## src/rtl/tdm_demux_if.sv

```systemverilog
// Bundles the TDM receiver's sample input, channel outputs and frame handshake.
// frame_cnt is present only when TDM_FRAME_CNT_EN is defined.
interface tdm_demux_if #(
  parameter int NCH = 4,
  parameter int DW  = 8
);
  logic              in_valid;
  logic [DW-1:0]     in_data;
  logic              in_sof;
  logic [NCH*DW-1:0] ch_data;
  logic [NCH-1:0]    ch_valid;
  logic [NCH*DW-1:0] frame_data;
  logic              frame_valid;
  logic              frame_ready;
  logic              locked;
  logic              sync_err;
  logic              overrun;
`ifdef TDM_FRAME_CNT_EN
  logic [15:0]       frame_cnt;
`endif

  modport master (
    output in_valid, in_data, in_sof, frame_ready,
    input  ch_data, ch_valid, frame_data, frame_valid, locked, sync_err, overrun
`ifdef TDM_FRAME_CNT_EN
    , input frame_cnt
`endif
  );

  modport slave (
    input  in_valid, in_data, in_sof, frame_ready,
    output ch_data, ch_valid, frame_data, frame_valid, locked, sync_err, overrun
`ifdef TDM_FRAME_CNT_EN
    , output frame_cnt
`endif
  );
endinterface

```

## src/rtl/tdm_demux.sv

```systemverilog
// TDM receive demultiplexer: routes slot-ordered samples to channel registers and
// assembles whole frames behind a valid/ready hold. Optional frame counter: TDM_FRAME_CNT_EN.
module tdm_demux #(
  parameter int NCH = 4,
  parameter int DW  = 8,
  parameter int CW  = 2
) (
  input  logic       clk,
  input  logic       rst,
  tdm_demux_if.slave bus
);
  typedef enum logic {HUNT = 1'b0, LOCK = 1'b1} state_t;

  localparam logic [CW-1:0] LAST_SLOT = CW'(NCH - 1);

  if ((2 ** CW) < NCH) begin : g_cw_check
    $error("tdm_demux: CW too narrow for NCH");
  end

  state_t            r_state, w_state_next;
  logic [CW-1:0]     r_slot, w_slot_next, w_wr_slot;
  logic              w_accept, w_sync_err, w_frame_done, w_frame_load;
  logic              w_frame_valid_next;
  logic [DW-1:0]     r_stage   [NCH];
  logic [DW-1:0]     r_ch_data [NCH];
  logic [NCH-1:0]    r_ch_valid, w_ch_valid_next;
  logic [NCH*DW-1:0] r_frame_data, w_frame_word;
  logic              r_frame_valid, r_sync_err, r_overrun;

  always_comb begin
    w_state_next = r_state;
    w_slot_next  = r_slot;
    w_wr_slot    = r_slot;
    w_accept     = 1'b0;
    w_sync_err   = 1'b0;
    if (bus.in_valid) begin
      unique case (r_state)
        HUNT: begin
          if (bus.in_sof) begin
            w_state_next = LOCK;
            w_accept     = 1'b1;
            w_wr_slot    = '0;
            w_slot_next  = CW'(1);
          end
        end
        LOCK: begin
          if (bus.in_sof) begin
            // An SOF mid-frame abandons the partial frame and restarts at slot 0.
            w_sync_err  = (r_slot != '0);
            w_accept    = 1'b1;
            w_wr_slot   = '0;
            w_slot_next = CW'(1);
          end else if (r_slot == '0) begin
            w_sync_err   = 1'b1;
            w_state_next = HUNT;
          end else begin
            w_accept    = 1'b1;
            w_slot_next = (r_slot == LAST_SLOT) ? '0 : r_slot + 1'b1;
          end
        end
        default: ;
      endcase
    end
  end

  assign w_frame_done = w_accept && (w_wr_slot == LAST_SLOT);
  assign w_frame_load = w_frame_done && (!r_frame_valid || bus.frame_ready);

  always_comb begin
    w_frame_valid_next = r_frame_valid;
    if (r_frame_valid && bus.frame_ready) w_frame_valid_next = 1'b0;
    if (w_frame_load)                     w_frame_valid_next = 1'b1;
  end

  for (genvar gi = 0; gi < NCH; gi++) begin : g_lane
    // The last slot's sample is still on the input when the frame completes.
    if (gi == NCH - 1) begin : g_last
      assign w_frame_word[gi*DW +: DW] = bus.in_data;
    end else begin : g_mid
      assign w_frame_word[gi*DW +: DW] = r_stage[gi];
    end
    assign w_ch_valid_next[gi]     = w_accept && (w_wr_slot == CW'(gi));
    assign bus.ch_data[gi*DW +: DW] = r_ch_data[gi];
  end

  always_ff @(posedge clk or posedge rst) begin
    if (rst) begin
      r_state       <= HUNT;
      r_slot        <= '0;
      r_ch_valid    <= '0;
      r_frame_data  <= '0;
      r_frame_valid <= 1'b0;
      r_sync_err    <= 1'b0;
      r_overrun     <= 1'b0;
      for (int k = 0; k < NCH; k++) begin
        r_stage[k]   <= '0;
        r_ch_data[k] <= '0;
      end
    end else begin
      r_state       <= w_state_next;
      r_slot        <= w_slot_next;
      r_ch_valid    <= w_ch_valid_next;
      r_frame_valid <= w_frame_valid_next;
      r_sync_err    <= w_sync_err;
      if (w_accept) begin
        r_stage[w_wr_slot]   <= bus.in_data;
        r_ch_data[w_wr_slot] <= bus.in_data;
      end
      if (w_frame_load) r_frame_data <= w_frame_word;
      if (w_frame_done && !w_frame_load) r_overrun <= 1'b1;
    end
  end

`ifdef TDM_FRAME_CNT_EN
  logic [15:0] r_frame_cnt;

  // Counts every completed frame, dropped ones included.
  always_ff @(posedge clk or posedge rst) begin
    if (rst)               r_frame_cnt <= '0;
    else if (w_frame_done) r_frame_cnt <= r_frame_cnt + 16'd1;
  end

  assign bus.frame_cnt = r_frame_cnt;
`endif

  assign bus.ch_valid    = r_ch_valid;
  assign bus.frame_data  = r_frame_data;
  assign bus.frame_valid = r_frame_valid;
  assign bus.locked      = (r_state == LOCK);
  assign bus.sync_err    = r_sync_err;
  assign bus.overrun     = r_overrun;
endmodule
```

## src/flat_wrapper.sv

```systemverilog
// flat-port wrapper written by rule: the top's interface ports become plain ports
module tdm_demux_flat 
#(
  parameter int NCH = 4,
  parameter int DW  = 8,
  parameter int CW  = 2
)
  (clk, rst, bus_in_valid, bus_in_data, bus_in_sof, bus_frame_ready, bus_ch_data, bus_ch_valid, bus_frame_data, bus_frame_valid, bus_locked, bus_sync_err, bus_overrun);
  tdm_demux_if #(.NCH(NCH), .DW(DW)) bus_i ();
  input  logic clk;
  input  logic rst;
  input wire logic [$bits(bus_i.in_valid)-1:0] bus_in_valid;
  input wire logic [$bits(bus_i.in_data)-1:0] bus_in_data;
  input wire logic [$bits(bus_i.in_sof)-1:0] bus_in_sof;
  input wire logic [$bits(bus_i.frame_ready)-1:0] bus_frame_ready;
  output wire logic [$bits(bus_i.ch_data)-1:0] bus_ch_data;
  output wire logic [$bits(bus_i.ch_valid)-1:0] bus_ch_valid;
  output wire logic [$bits(bus_i.frame_data)-1:0] bus_frame_data;
  output wire logic [$bits(bus_i.frame_valid)-1:0] bus_frame_valid;
  output wire logic [$bits(bus_i.locked)-1:0] bus_locked;
  output wire logic [$bits(bus_i.sync_err)-1:0] bus_sync_err;
  output wire logic [$bits(bus_i.overrun)-1:0] bus_overrun;
  assign bus_i.in_valid = bus_in_valid;
  assign bus_i.in_data = bus_in_data;
  assign bus_i.in_sof = bus_in_sof;
  assign bus_i.frame_ready = bus_frame_ready;
  assign bus_ch_data = bus_i.ch_data;
  assign bus_ch_valid = bus_i.ch_valid;
  assign bus_frame_data = bus_i.frame_data;
  assign bus_frame_valid = bus_i.frame_valid;
  assign bus_locked = bus_i.locked;
  assign bus_sync_err = bus_i.sync_err;
  assign bus_overrun = bus_i.overrun;
  tdm_demux #(.NCH(NCH), .DW(DW), .CW(CW)) u_core (.clk(clk), .rst(rst), .bus(bus_i));
endmodule
```

## config.mk

```make
export PLATFORM = sky130hd
export DESIGN_NAME = tdm_demux_flat
export DESIGN_NICKNAME = d
export VERILOG_FILES = /design/src/rtl/tdm_demux_if.sv /design/src/rtl/tdm_demux.sv /design/src/flat_wrapper.sv
export SDC_FILE = /design/constraint.sdc
export NUM_CORES = 1
export LEC_CHECK = 0
export ABC_CLOCK_PERIOD_IN_PS = 2780
export BUFFER_PORTS_ARGS = -buffer_cell sky130_fd_sc_hd__buf_2
export CAP_MARGIN = 0
export CORE_MARGIN = 2
export CORE_UTILIZATION = 46
export CTS_CLUSTER_SIZE = 20
export DETAILED_ROUTE_END_ITERATION = 8
export HOLD_SLACK_MARGIN = 0.06
export PLACE_DENSITY = 0.72
export SYNTH_ARGS = -nofsm -noshare
export SYNTH_HDL_FRONTEND = slang
export SYNTH_SLANG_ARGS = --single-unit
```

## constraint.sdc

```tcl
create_clock -name clk -period 2.78 [get_ports clk]
set_input_delay 0.278 -clock clk [delete_from_list [all_inputs] [get_ports clk]]
set_output_delay 0.278 -clock clk [all_outputs]
set_load 0.02 [all_outputs]
```

==> out/qor.tcl <==
set qor(syn_nets) 195
set qor(switching_share_of_total_power_pct) 39.62
set qor(timing.critical_path.slowest_stage_cell) {sky130_fd_sc_hd__dfrtp_1}
set qor(yosysWarnings) 0
set qor(max_slew.worst_pin.slew_ns) 0.7905
set qor(post-route-drc-count) 0
set qor(async_reset_ff_share_pct) 100.0
set qor(layout_net_count) 288
set qor(final-max-slew-violation-count) 0
set qor(clock_power_share_pct) 16.1
set qor(detail_route.wirelength_um) 5519
set qor(finalSetupViolCount) 0
set qor(clock_tree.htree_level_count) 3
set qor(synthSimpleGateAreaFrac_pct) 4.248
set qor(cts_root_buf) {sky130_fd_sc_hd__clkbuf_8}
set qor(numPortBuffers) 84
set qor(die_w_um) 83.22
set qor(worst_ep_required_time_ns) 3.01
set qor(dp.cells) 336
set qor(first_global_vias) 1746
set qor(gr-total-overflow) 0
set qor(detailed_place_hpwl_um) 3934
set qor(number_of_distinct_library_cells_after_synthesis) 24
set qor(placed_cell_area_um2) 3390
set qor(power.ir.vdd_worst_mv) 0.6501
set qor(io_pins) 85
set qor(die_height_um) 83.22
set qor(post_route_cells_drive_above_1_share_pct) 63.54
set qor(worst_hold_path_type) {in -> async}
set qor(power_switching_w) 0.001743
set qor(route.detailed.wl_per_inst_um) 15.68
set qor(synth_xor_xnor_area_share_pct) 0
set qor(startpoint_type) {flip-flop}
set qor(largest_family_of_logic_cells_by_synthesized_area) {multiplexers}
set qor(ys_dominant_reg_cell) {sky130_fd_sc_hd__dfrtp_1}
set qor(routabilityCongestion) 0.7044
set qor(netlist_top_cells_area) {sky130_fd_sc_hd__dfrtp_1, sky130_fd_sc_hd__mux2_2, sky130_fd_sc_hd__ha_1}
set qor(synthAdderAreaFrac_pct) 1.300
set qor(timing.critical_path.to_type) {flip-flop}
set qor(cells_after_synthesis) 179
set qor(finalClockSkew_ns) 0.008530
set qor(worstSkewPairLatency_ns) 0.34
set qor(post-route-worst-setup-slack_ns) 0.5382
set qor(post-route-period-util_pct) 80.64
set qor(fin_setup_tns_ns) 0
set qor(area_growth_pct) 23.23
set qor(synthDominantAreaCellType) {sky130_fd_sc_hd__dfrtp_1}
set qor(yosys.cell_count.top_type) {sky130_fd_sc_hd__dfrtp_1}
set qor(yosysTopAreaCellShare_pct) 64.15
set qor(clockBufferDepth) 2
set qor(total_leakage_power_nw) 1.818
set qor(final-hold-violation-count) 0
set qor(synth_edf_count) 0
set qor(via_count) 1738
set qor(power_frac_seq_pct) 42.3
set qor(initial_utilization_pct) 48.18
set qor(timing.critical_path.arrival_ns) 2.47
set qor(initialDrtViolationCount) 43
set qor(cts.reportedPaths.clkPinSlew_ns) 0.08
set qor(n_antenna_cell) 0
set qor(clock_sinks) 74
set qor(drv.max_cap_violation_count) 0
set qor(cpMostUsedCell) {sky130_fd_sc_hd__ha_1}
set qor(core-area_um2) 5991
set qor(post_cts_hold_buffer_count) 0
set qor(layoutNonFillerInstCount) 352
set qor(post_cts_resize_count) 0
set qor(syn_area_um2) 2887
set qor(synth_sequential_area_ratio_pct) 64.15
set qor(run_status) {finished, final reports clean}
set qor(placementRows) 28
set qor(combinationalPowerShare_pct) 41.6
set qor(synth_mux_area_share_pct) 24.97
set qor(path_class) {reg -> reg}
set qor(number_of_setup_buffers_added_after_cts) 0
set qor(critical_path_peak_fanout) 17
set qor(pin_count_of_the_biggest_net_entering_global_routing) 39
set qor(drt_first_pass_iters) 4
set qor(p_per_area_nw_per_um2) 1236
set qor(timing.slew.headroom_pct) 47.23
set qor(number_of_antenna_violations_at_the_first_check_in_global_routing) 0
set qor(fraction_of_the_mapped_netlist_area_in_compound_gates_pct) 2.427
set qor(timing.critical_path.slowest_cell_delay_ns) 0.46
set qor(dieArea_um2) 6925
set qor(grt.total_usage_pct) 17.22
set qor(final_area_um2) 3557
set qor(crit_chain) {inv_1, ha_1, ha_1, nand4bb_4, nor3_4, buf_4, mux2_2}
set qor(vias_per_cell) 4.938
set qor(top_delay_family_on_crit_path) {simple AND/OR/NAND/NOR gates}
set qor(period_needed_ns) 2.242
set qor(highest_clock_rate_mhz) 446.1
set qor(place_worst_setup_slack_ns) 0.5082
set qor(synthesis.area_per_instance_um2) 16.13
set qor(setup_repair_after_global_routing_missed_its_margin) {false}
set qor(internal-power_w) 0.002655
set qor(ys_top_cells_by_count) {sky130_fd_sc_hd__dfrtp_1, sky130_fd_sc_hd__mux2_2, sky130_fd_sc_hd__inv_1}
set qor(synth-seq-cells) 74
set qor(antenna_violating_nets_post_route) 0
set qor(wire_length_of_the_first_global_routing_pass_um) 9252
set qor(cts_tree) {yes}
set qor(cts_buffers) 9
set qor(worst-path-buf-inv) 2
==> through the flow <==
step	utilization, %	hold WS [ns]	total power [W]
after global routing	59.38	0.1395	0.004675
final	59.38	0.07804	0.004398
after floorplan	-	0.4286	0.003079
after global placement	56.58	0.4377	0.003687
after detailed placement	56.58	0.4746	0.003739
after CTS	59.38	0.09876	0.004465
==> logic make-up (layout without fill, tap and decap cells) <==
| group | after synthesis | after routing |
|---|---|---|
| AO/OA/AOI/OAI | 9 | 9 |
| adder cells (fa/ha/maj) | 3 | 3 |
| buffers and inverters | 14 | 112 |
| flip-flops | 74 | 74 |
| multiplexers | 64 | 64 |
| AND/OR/NAND/NOR | 15 | 15 |
==> worst register-to-register path, cell delays in order, from the launching register on <==
cell and delay (ns):
sky130_fd_sc_hd__dfrtp_1 0.46, sky130_fd_sc_hd__inv_1 0.11, sky130_fd_sc_hd__ha_1 0.21, sky130_fd_sc_hd__ha_1 0.24, sky130_fd_sc_hd__nand4bb_4 0.26, sky130_fd_sc_hd__nor3_4 0.21, sky130_fd_sc_hd__buf_4 0.27, sky130_fd_sc_hd__mux2_2 0.37
==> routing by layer <==
layer,GRT usage (%),wire (µm),vias to the layer above
li1,-,-,816
met1,22.13,2427,868
met2,26.47,2683,46
met3,5.964,326,8
met4,7.601,82,0
met5,0,0,-
==> power groups by stage <==
| stage | sequential [W] | clock (W) | combinational, W |
|---|---|---|---|
| 2_1_floorplan | 0.00243 | 0 | 0.000651 |
| 3_3_place_gp | 0.00186 | 0 | 0.00182 |
| 3_5_place_dp | 0.00188 | 0 | 0.00186 |
| 4_1_cts | 0.00187 | 0.000735 | 0.00186 |
| 5_1_grt | 0.00194 | 0.000784 | 0.00195 |
| 6_report | 0.00186 | 0.000709 | 0.00183 |
==> sequential cells by signal (all words and copies together), names as in the netlist <==
name,flops
u_core.r_stage,9
u_core.bus.ch_valid,4
u_core.bus.overrun,1
u_core.bus.ch_data,23
u_core.bus.frame_valid,1
u_core.bus.locked,1
u_core.bus.sync_err,1
u_core.bus.frame_data,32
u_core.r_slot,2
==> layout make-up <==
class,count,area (µm²)
clock inverters,7,43.79
clock buffers,9,123.9
repair buffers,88,462.9
flip-flops and latches,74,1852
inverters,8,30.03
well taps,75,93.84
fillers,475,2434
multi-input cells,91,950.9
==> cells in the final DEF, fill, tap and decap left out, types with 2 or more instances in the layout <==
master	instances
sky130_fd_sc_hd__buf_2	84
sky130_fd_sc_hd__dfrtp_1	74
sky130_fd_sc_hd__mux2_2	64
sky130_fd_sc_hd__clkbuf_8	9
sky130_fd_sc_hd__inv_1	7
sky130_fd_sc_hd__nor2_1	4
sky130_fd_sc_hd__clkinv_2	4
sky130_fd_sc_hd__nand2_1	3
sky130_fd_sc_hd__ha_1	3
sky130_fd_sc_hd__buf_4	3
sky130_fd_sc_hd__nand3_2	2
sky130_fd_sc_hd__a21oi_1	2
sky130_fd_sc_hd__clkinvlp_4	2
==> path summary, 6_finish.rpt <==
| path | startpoint | endpoint | slack, ns | depth (start not counted) |
|---|---|---|---|---|
| setup / recovery | u_core.r_slot[0] | u_core.bus.frame_data[26] | 0.54 | 7 |
| hold / removal | rst | u_core.bus.frame_data[0] | 0.08 | 2 |
| setup reg to reg | u_core.r_slot[0] | u_core.bus.frame_data[26] | 0.54 | 7 |
| hold reg to reg | u_core.bus.overrun | u_core.bus.overrun | 0.47 | 1 |
| max in group asynchronous | rst | u_core.bus.frame_data[18] | 2.04 | 3 |
| min in group clk | bus_in_data[3] | u_core.bus.ch_data[27] | 0.24 | 2 |
No activity file was read; power rests on OpenSTA's default activity.
